File: config.mk
export PLATFORM = sky130hd
export DESIGN_NAME = axil_wr_master
export DESIGN_NICKNAME = d
export VERILOG_FILES = /design/src/rtl/axil_wr_master.sv
export SDC_FILE = /design/constraint.sdc
export NUM_CORES = 1
export LEC_CHECK = 0
export ABC_AREA = 0
export BUFFER_PORTS_ARGS = -buffer_cell sky130_fd_sc_hd__clkbuf_2
export CAP_MARGIN = 20
export CELL_PAD_IN_SITES_DETAIL_PLACEMENT = 0
export CELL_PAD_IN_SITES_GLOBAL_PLACEMENT = 2
export CORE_ASPECT_RATIO = 0.7
export CORE_MARGIN = 2
export CORE_UTILIZATION = 30
export CTS_CLUSTER_DIAMETER = 60
export DETAILED_ROUTE_END_ITERATION = 8
export GPL_ROUTABILITY_DRIVEN = 0
export HOLD_SLACK_MARGIN = 0.12
export PLACE_DENSITY = 0.62
export SYNTH_ARGS = -nofsm -noshare
export SYNTH_HDL_FRONTEND = slang
export SYNTH_SLANG_ARGS = --single-unit
File: constraint.sdc
create_clock -name aclk -period 2.4 [get_ports aclk]
set_input_delay 0.36 -clock aclk [delete_from_list [all_inputs] [get_ports aclk]]
set_output_delay 0.36 -clock aclk [all_outputs]
set_load 0.1 [all_outputs]
File: src/rtl/axil_wr_master.sv
// Buffered AXI4-Lite write master: request FIFO feeding independent AW/W
// issue registers, outstanding-write credit counter and B response reporting.
module axil_wr_master #(
   parameter int ADDR_WIDTH = 16,
   parameter int DATA_WIDTH = 64,
   parameter int STRB_WIDTH = DATA_WIDTH / 8,
   parameter int FIFO_DEPTH = 4,
   parameter int MAX_OUTST  = 4
) (
   input  logic                               aclk,
   input  logic                               anreset,
   input  logic                               aenable,
   input  logic                               i_wr_valid,
   output logic                               o_wr_ready,
   input  logic [ADDR_WIDTH-1:0]              i_wr_addr,
   input  logic [DATA_WIDTH-1:0]              i_wr_data,
   input  logic [STRB_WIDTH-1:0]              i_wr_strb,
   output logic [ADDR_WIDTH-1:0]              o_awaddr,
   output logic [2:0]                         o_awprot,
   output logic                               o_awvalid,
   input  logic                               i_awready,
   output logic [DATA_WIDTH-1:0]              o_wdata,
   output logic [STRB_WIDTH-1:0]              o_wstrb,
   output logic                               o_wvalid,
   input  logic                               i_wready,
   input  logic [1:0]                         i_bresp,
   input  logic                               i_bvalid,
   output logic                               o_bready,
   output logic                               o_done,
   output logic [1:0]                         o_done_resp,
   output logic                               o_err,
   input  logic                               i_err_clr,
   output logic [$clog2(MAX_OUTST+1)-1:0]     o_outst,
   output logic                               o_idle
);

   localparam int PTR_W = $clog2(FIFO_DEPTH);
   localparam int CNT_W = $clog2(MAX_OUTST + 1);
   localparam logic [PTR_W:0] PTR_ONE = 1;
   localparam logic [CNT_W-1:0] CNT_ONE = 1;
   localparam logic [CNT_W-1:0] CNT_MAX = CNT_W'(MAX_OUTST);

   logic [ADDR_WIDTH-1:0] r_fifoAddr [FIFO_DEPTH];
   logic [DATA_WIDTH-1:0] r_fifoData [FIFO_DEPTH];
   logic [STRB_WIDTH-1:0] r_fifoStrb [FIFO_DEPTH];
   logic [PTR_W:0]        r_wrPtr;
   logic [PTR_W:0]        r_rdPtr;
   logic                  r_awValid;
   logic                  r_wValid;
   logic                  r_awDone;
   logic                  r_wDone;
   logic [CNT_W-1:0]      r_outst;
   logic                  r_done;
   logic [1:0]            r_doneResp;
   logic                  r_err;

   logic w_empty;
   logic w_full;
   logic w_push;
   logic w_awHs;
   logic w_wHs;
   logic w_bHs;
   logic w_pop;
   logic w_issueOk;

   // Pointers carry one extra wrap bit so full and empty can be told apart.
   assign w_empty   = (r_wrPtr == r_rdPtr);
   assign w_full    = (r_wrPtr[PTR_W] != r_rdPtr[PTR_W]) &&
                      (r_wrPtr[PTR_W-1:0] == r_rdPtr[PTR_W-1:0]);
   assign o_wr_ready = aenable && !w_full;
   assign w_push    = i_wr_valid && o_wr_ready;
   assign w_awHs    = r_awValid && i_awready;
   assign w_wHs     = r_wValid && i_wready;
   assign o_bready  = (r_outst != '0);
   assign w_bHs     = i_bvalid && o_bready;
   // The head leaves once both channels have handshaken, counting any
   // handshake that completes on this very edge.
   assign w_pop     = (r_awDone || w_awHs) && (r_wDone || w_wHs);
   // Credit is checked before a valid rises; only the head is ever in flight.
   assign w_issueOk = aenable && !w_empty && (r_outst < CNT_MAX);

   assign o_awaddr    = r_fifoAddr[r_rdPtr[PTR_W-1:0]];
   assign o_wdata     = r_fifoData[r_rdPtr[PTR_W-1:0]];
   assign o_wstrb     = r_fifoStrb[r_rdPtr[PTR_W-1:0]];
   assign o_awprot    = 3'b000;
   assign o_awvalid   = r_awValid;
   assign o_wvalid    = r_wValid;
   assign o_done      = r_done;
   assign o_done_resp = r_doneResp;
   assign o_err       = r_err;
   assign o_outst     = r_outst;
   assign o_idle      = w_empty && (r_outst == '0) && !r_awValid && !r_wValid;

   // Request FIFO storage; cleared on reset so the head outputs read zero.
   always_ff @(posedge aclk or negedge anreset) begin
      if (!anreset) begin
         for (int i = 0; i < FIFO_DEPTH; i++) begin
            r_fifoAddr[i] <= '0;
            r_fifoData[i] <= '0;
            r_fifoStrb[i] <= '0;
         end
      end else if (w_push) begin
         r_fifoAddr[r_wrPtr[PTR_W-1:0]] <= i_wr_addr;
         r_fifoData[r_wrPtr[PTR_W-1:0]] <= i_wr_data;
         r_fifoStrb[r_wrPtr[PTR_W-1:0]] <= i_wr_strb;
      end
   end

   // FIFO write and read pointers.
   always_ff @(posedge aclk or negedge anreset) begin
      if (!anreset) begin
         r_wrPtr <= '0;
         r_rdPtr <= '0;
      end else begin
         if (w_push) r_wrPtr <= r_wrPtr + PTR_ONE;
         if (w_pop)  r_rdPtr <= r_rdPtr + PTR_ONE;
      end
   end

   // AW issue: a raised valid holds until its handshake, whatever aenable does.
   always_ff @(posedge aclk or negedge anreset) begin
      if (!anreset) begin
         r_awValid <= 1'b0;
         r_awDone  <= 1'b0;
      end else begin
         if (w_awHs)
            r_awValid <= 1'b0;
         else if (w_issueOk && !r_awDone && !r_awValid)
            r_awValid <= 1'b1;
         if (w_pop)
            r_awDone <= 1'b0;
         else if (w_awHs)
            r_awDone <= 1'b1;
      end
   end

   // W issue mirrors AW so the two channels can complete in any order.
   always_ff @(posedge aclk or negedge anreset) begin
      if (!anreset) begin
         r_wValid <= 1'b0;
         r_wDone  <= 1'b0;
      end else begin
         if (w_wHs)
            r_wValid <= 1'b0;
         else if (w_issueOk && !r_wDone && !r_wValid)
            r_wValid <= 1'b1;
         if (w_pop)
            r_wDone <= 1'b0;
         else if (w_wHs)
            r_wDone <= 1'b1;
      end
   end

   // Outstanding count: pop adds, B handshake removes, both together cancel.
   always_ff @(posedge aclk or negedge anreset) begin
      if (!anreset) begin
         r_outst <= '0;
      end else begin
         case ({w_pop, w_bHs})
            2'b10:   r_outst <= r_outst + CNT_ONE;
            2'b01:   r_outst <= r_outst - CNT_ONE;
            default: r_outst <= r_outst;
         endcase
      end
   end

   // Response report one cycle after each B handshake, plus sticky error
   // where a new error outranks a simultaneous clear.
   always_ff @(posedge aclk or negedge anreset) begin
      if (!anreset) begin
         r_done     <= 1'b0;
         r_doneResp <= 2'b00;
         r_err      <= 1'b0;
      end else begin
         r_done     <= w_bHs;
         r_doneResp <= w_bHs ? i_bresp : 2'b00;
         if (w_bHs && (i_bresp != 2'b00))
            r_err <= 1'b1;
         else if (i_err_clr)
            r_err <= 1'b0;
      end
   end

endmodule

==> results.ini <==
[die]
die_y_um=197.8
start_util=0.3058
dieArea_sq_mm=0.05555
die_w_um=280.9
core_sq_mm=0.05264
io_pins=201
fp-row-count=70

[global_routing]
grt_first_pass_wirelength_um=61710
antenna_found_initial=1
grt_max_degree=59
grt.overflow.total=0
grt.total_usage=0.1428
grt_pass1_vias=10350

[cts]
cts.clk_slew.worst_paths_ps=60
h-tree-depth=2
cts_buffer_depth=3
clkLatencyLatePin_ps=540
clock_sinks=369
root_buffer=clkbuf_16
cts_tree=built
cts_buffers=41

[sta]
max_freq_ghz=0.3951
setup_ws_ps=-131.1
skew_ps=21.53
period_needed_ps=2531
slew_viol_final=0
period_share=1.055
worst_pin_slew_ps=649.2
grt_setup_unrepaired=true
maxSlewHeadroom=0.5617
setup_violations=83
finalHoldViolCount=0

[drt]
dr_total_vias=9498
drtPass1Iterations=4
wl_per_cell_um=19.51
drtIter0Drc=344
drc=0
antenna_left=0
wirelength_um=39690
via_per_inst=4.670

[layout]
layout_commonest_cell=dfrtp_1
final_cells=2034
layout-drive-gt1-share=0.5572
most-common-layout-cells=dfrtp_1, mux2_2, buf_12
num-nets-final=1390
area_delta_synth_final_pct=39.85
final_cell_area_sq_mm=0.02251

[placement]
place_inst=1829
place_area_sq_mm=0.01960
hpwlAfterDp_um=23700
port_buffers=197

[hold_path]
hold_path_class=input port to flop
hp-start=i_wr_addr[3]

[outcome]
status=complete, but fails checks
violations=negative setup slack

[logic_synthesis]
ys_seq_elements=369
synth.distinct_cells=37
yosys_warnings=0
avgSynthCellArea_sq_um=17.21
ys.flop_type=dfrtp_1
synth_cells=935
synth-edff-count=0
async_reset_ff_frac=1.000
ys_seq_area_frac=0.5737
netlist_area_sq_mm=0.01610

[setup_path]
r2r_start=r_rdPtr[0]$_DFFE_PN0P_
crit_type=flop to output pin
startpoint_type=flop
cp.required_ps=2040
cp.arrival_ps=2170
crit_fanout=9
startpoint=r_rdPtr[0]$_DFFE_PN0P_
worst_setup_path_end_kind=output pin

[flow_run]
maxCapViolCount=0

-- path summary, 6_finish.rpt --
kind                                                to  slack (ps)  cells past startpoint
setup reg to reg            r_fifoAddr[40]$_DFFE_PN0P_           0                      7
setup / recovery                           o_wdata[25]        -130                      4
min in group asynchronous  r_fifoData[147]$_DFFE_PN0P_         340                      2
max in group asynchronous   r_fifoData[52]$_DFFE_PN0P_        1240                      3
hold / removal              r_fifoAddr[19]$_DFFE_PN0P_         150                      2
hold reg to reg            r_fifoData[230]$_DFFE_PN0P_         480                      1
-- area by class of cell --
| cell class | count | area (sq um) |
|---|---|---|
| clock buffer | 52 | 1129 |
| fill | 4706 | 30130 |
| timing repair buffer | 366 | 4446 |
| clock inverter | 18 | 157.7 |
| sequential | 369 | 9250 |
| antenna | 2 | 5.005 |
| tap | 720 | 900.9 |
| inverter | 8 | 30.03 |
| multi-input combinational | 499 | 6591 |
-- repair_timing --
| action | in CTS | in global routing |
|---|---|---|
| endpoints found under the hold margin | 396 | 0 |
| pin swaps | 5 | 3 |
| cloned | 5 | 5 |
| setup buffers | 12 | 15 |
| gates resized for setup | 17 | 17 |
| setup endpoints to repair | 89 | 176 |
| hold buffers | 98 | 0 |
-- state kept, by name, summed over array words and instances (netlist names) --
register	cells
r_fifoAddr	64
o_awvalid	1
r_rdPtr	3
r_wrPtr	3
r_fifoStrb	32
r_fifoData	256
o_done	1
o_outst	3
o_done_resp	2
r_awDone	1
o_wvalid	1
r_wDone	1
o_err	1
-- cells in the mapped netlist, drive strengths merged, types with 2 or more instances --
master / number / share of area
o311ai: 5 / 0.0060
nor2: 4 / 0.00093
ha: 6 / 0.0047
clkbuf: 11 / 0.0026
buf: 50 / 0.019
o31ai: 2 / 0.00093
mux4: 88 / 0.12
nand3: 3 / 0.00093
a21oi: 2 / 0.00062
xnor2: 7 / 0.0043
inv: 8 / 0.0019
dfrtp: 369 / 0.57
mux2: 354 / 0.25
and2: 2 / 0.00078
nand2: 2 / 0.00047
and3: 2 / 0.00078
a21o: 2 / 0.00093
nand2b: 2 / 0.00078
xor2: 5 / 0.0037
-- routing by layer --
metal,global-route usage,wire (um)
met3,0.02938,1614
met1,0.2083,19280
met5,0,0
met4,0.02951,587
met2,0.2197,18200
-- through the flow --
step | utilization | hold WS (ps) | worst slack (ps) | TNS (ps)
after floorplan | - | 64.41 | -198.7 | -198.7
after global placement | 0.3724 | 345.4 | 288.4 | 0
after detailed placement | 0.3724 | 342.8 | 246.1 | 0
after CTS | 0.4222 | 125.9 | -184.5 | -10250
after global routing | 0.4276 | 147.5 | -197.0 | -16780
final | 0.4276 | 154.8 | -131.1 | -7389
-- critical path, stage by stage (launching register included) --
cell	delay, ps
dfrtp_4	490
buf_12	190
buf_16	170
mux4_2	570
buf_12	200
-- cells by family (layout without fill, tap and decap cells) --
kind of cell,count (synthesis),after routing,synth area share
AND/OR/NAND/NOR,17,17,0.005441
XOR/XNOR,12,12,0.007930
buffers and inverters,69,444,0.02379
adder cells (fa/ha/maj),7,7,0.005908
flip-flops,369,369,0.5737
other,1,5,0.0002330
multiplexers,443,443,0.3714
AO/OA/AOI/OAI,17,17,0.01158
Power is left out: the tool's default activity adds up to more than one toggle a clock period on the data nets, which glitch-free logic cannot reach.
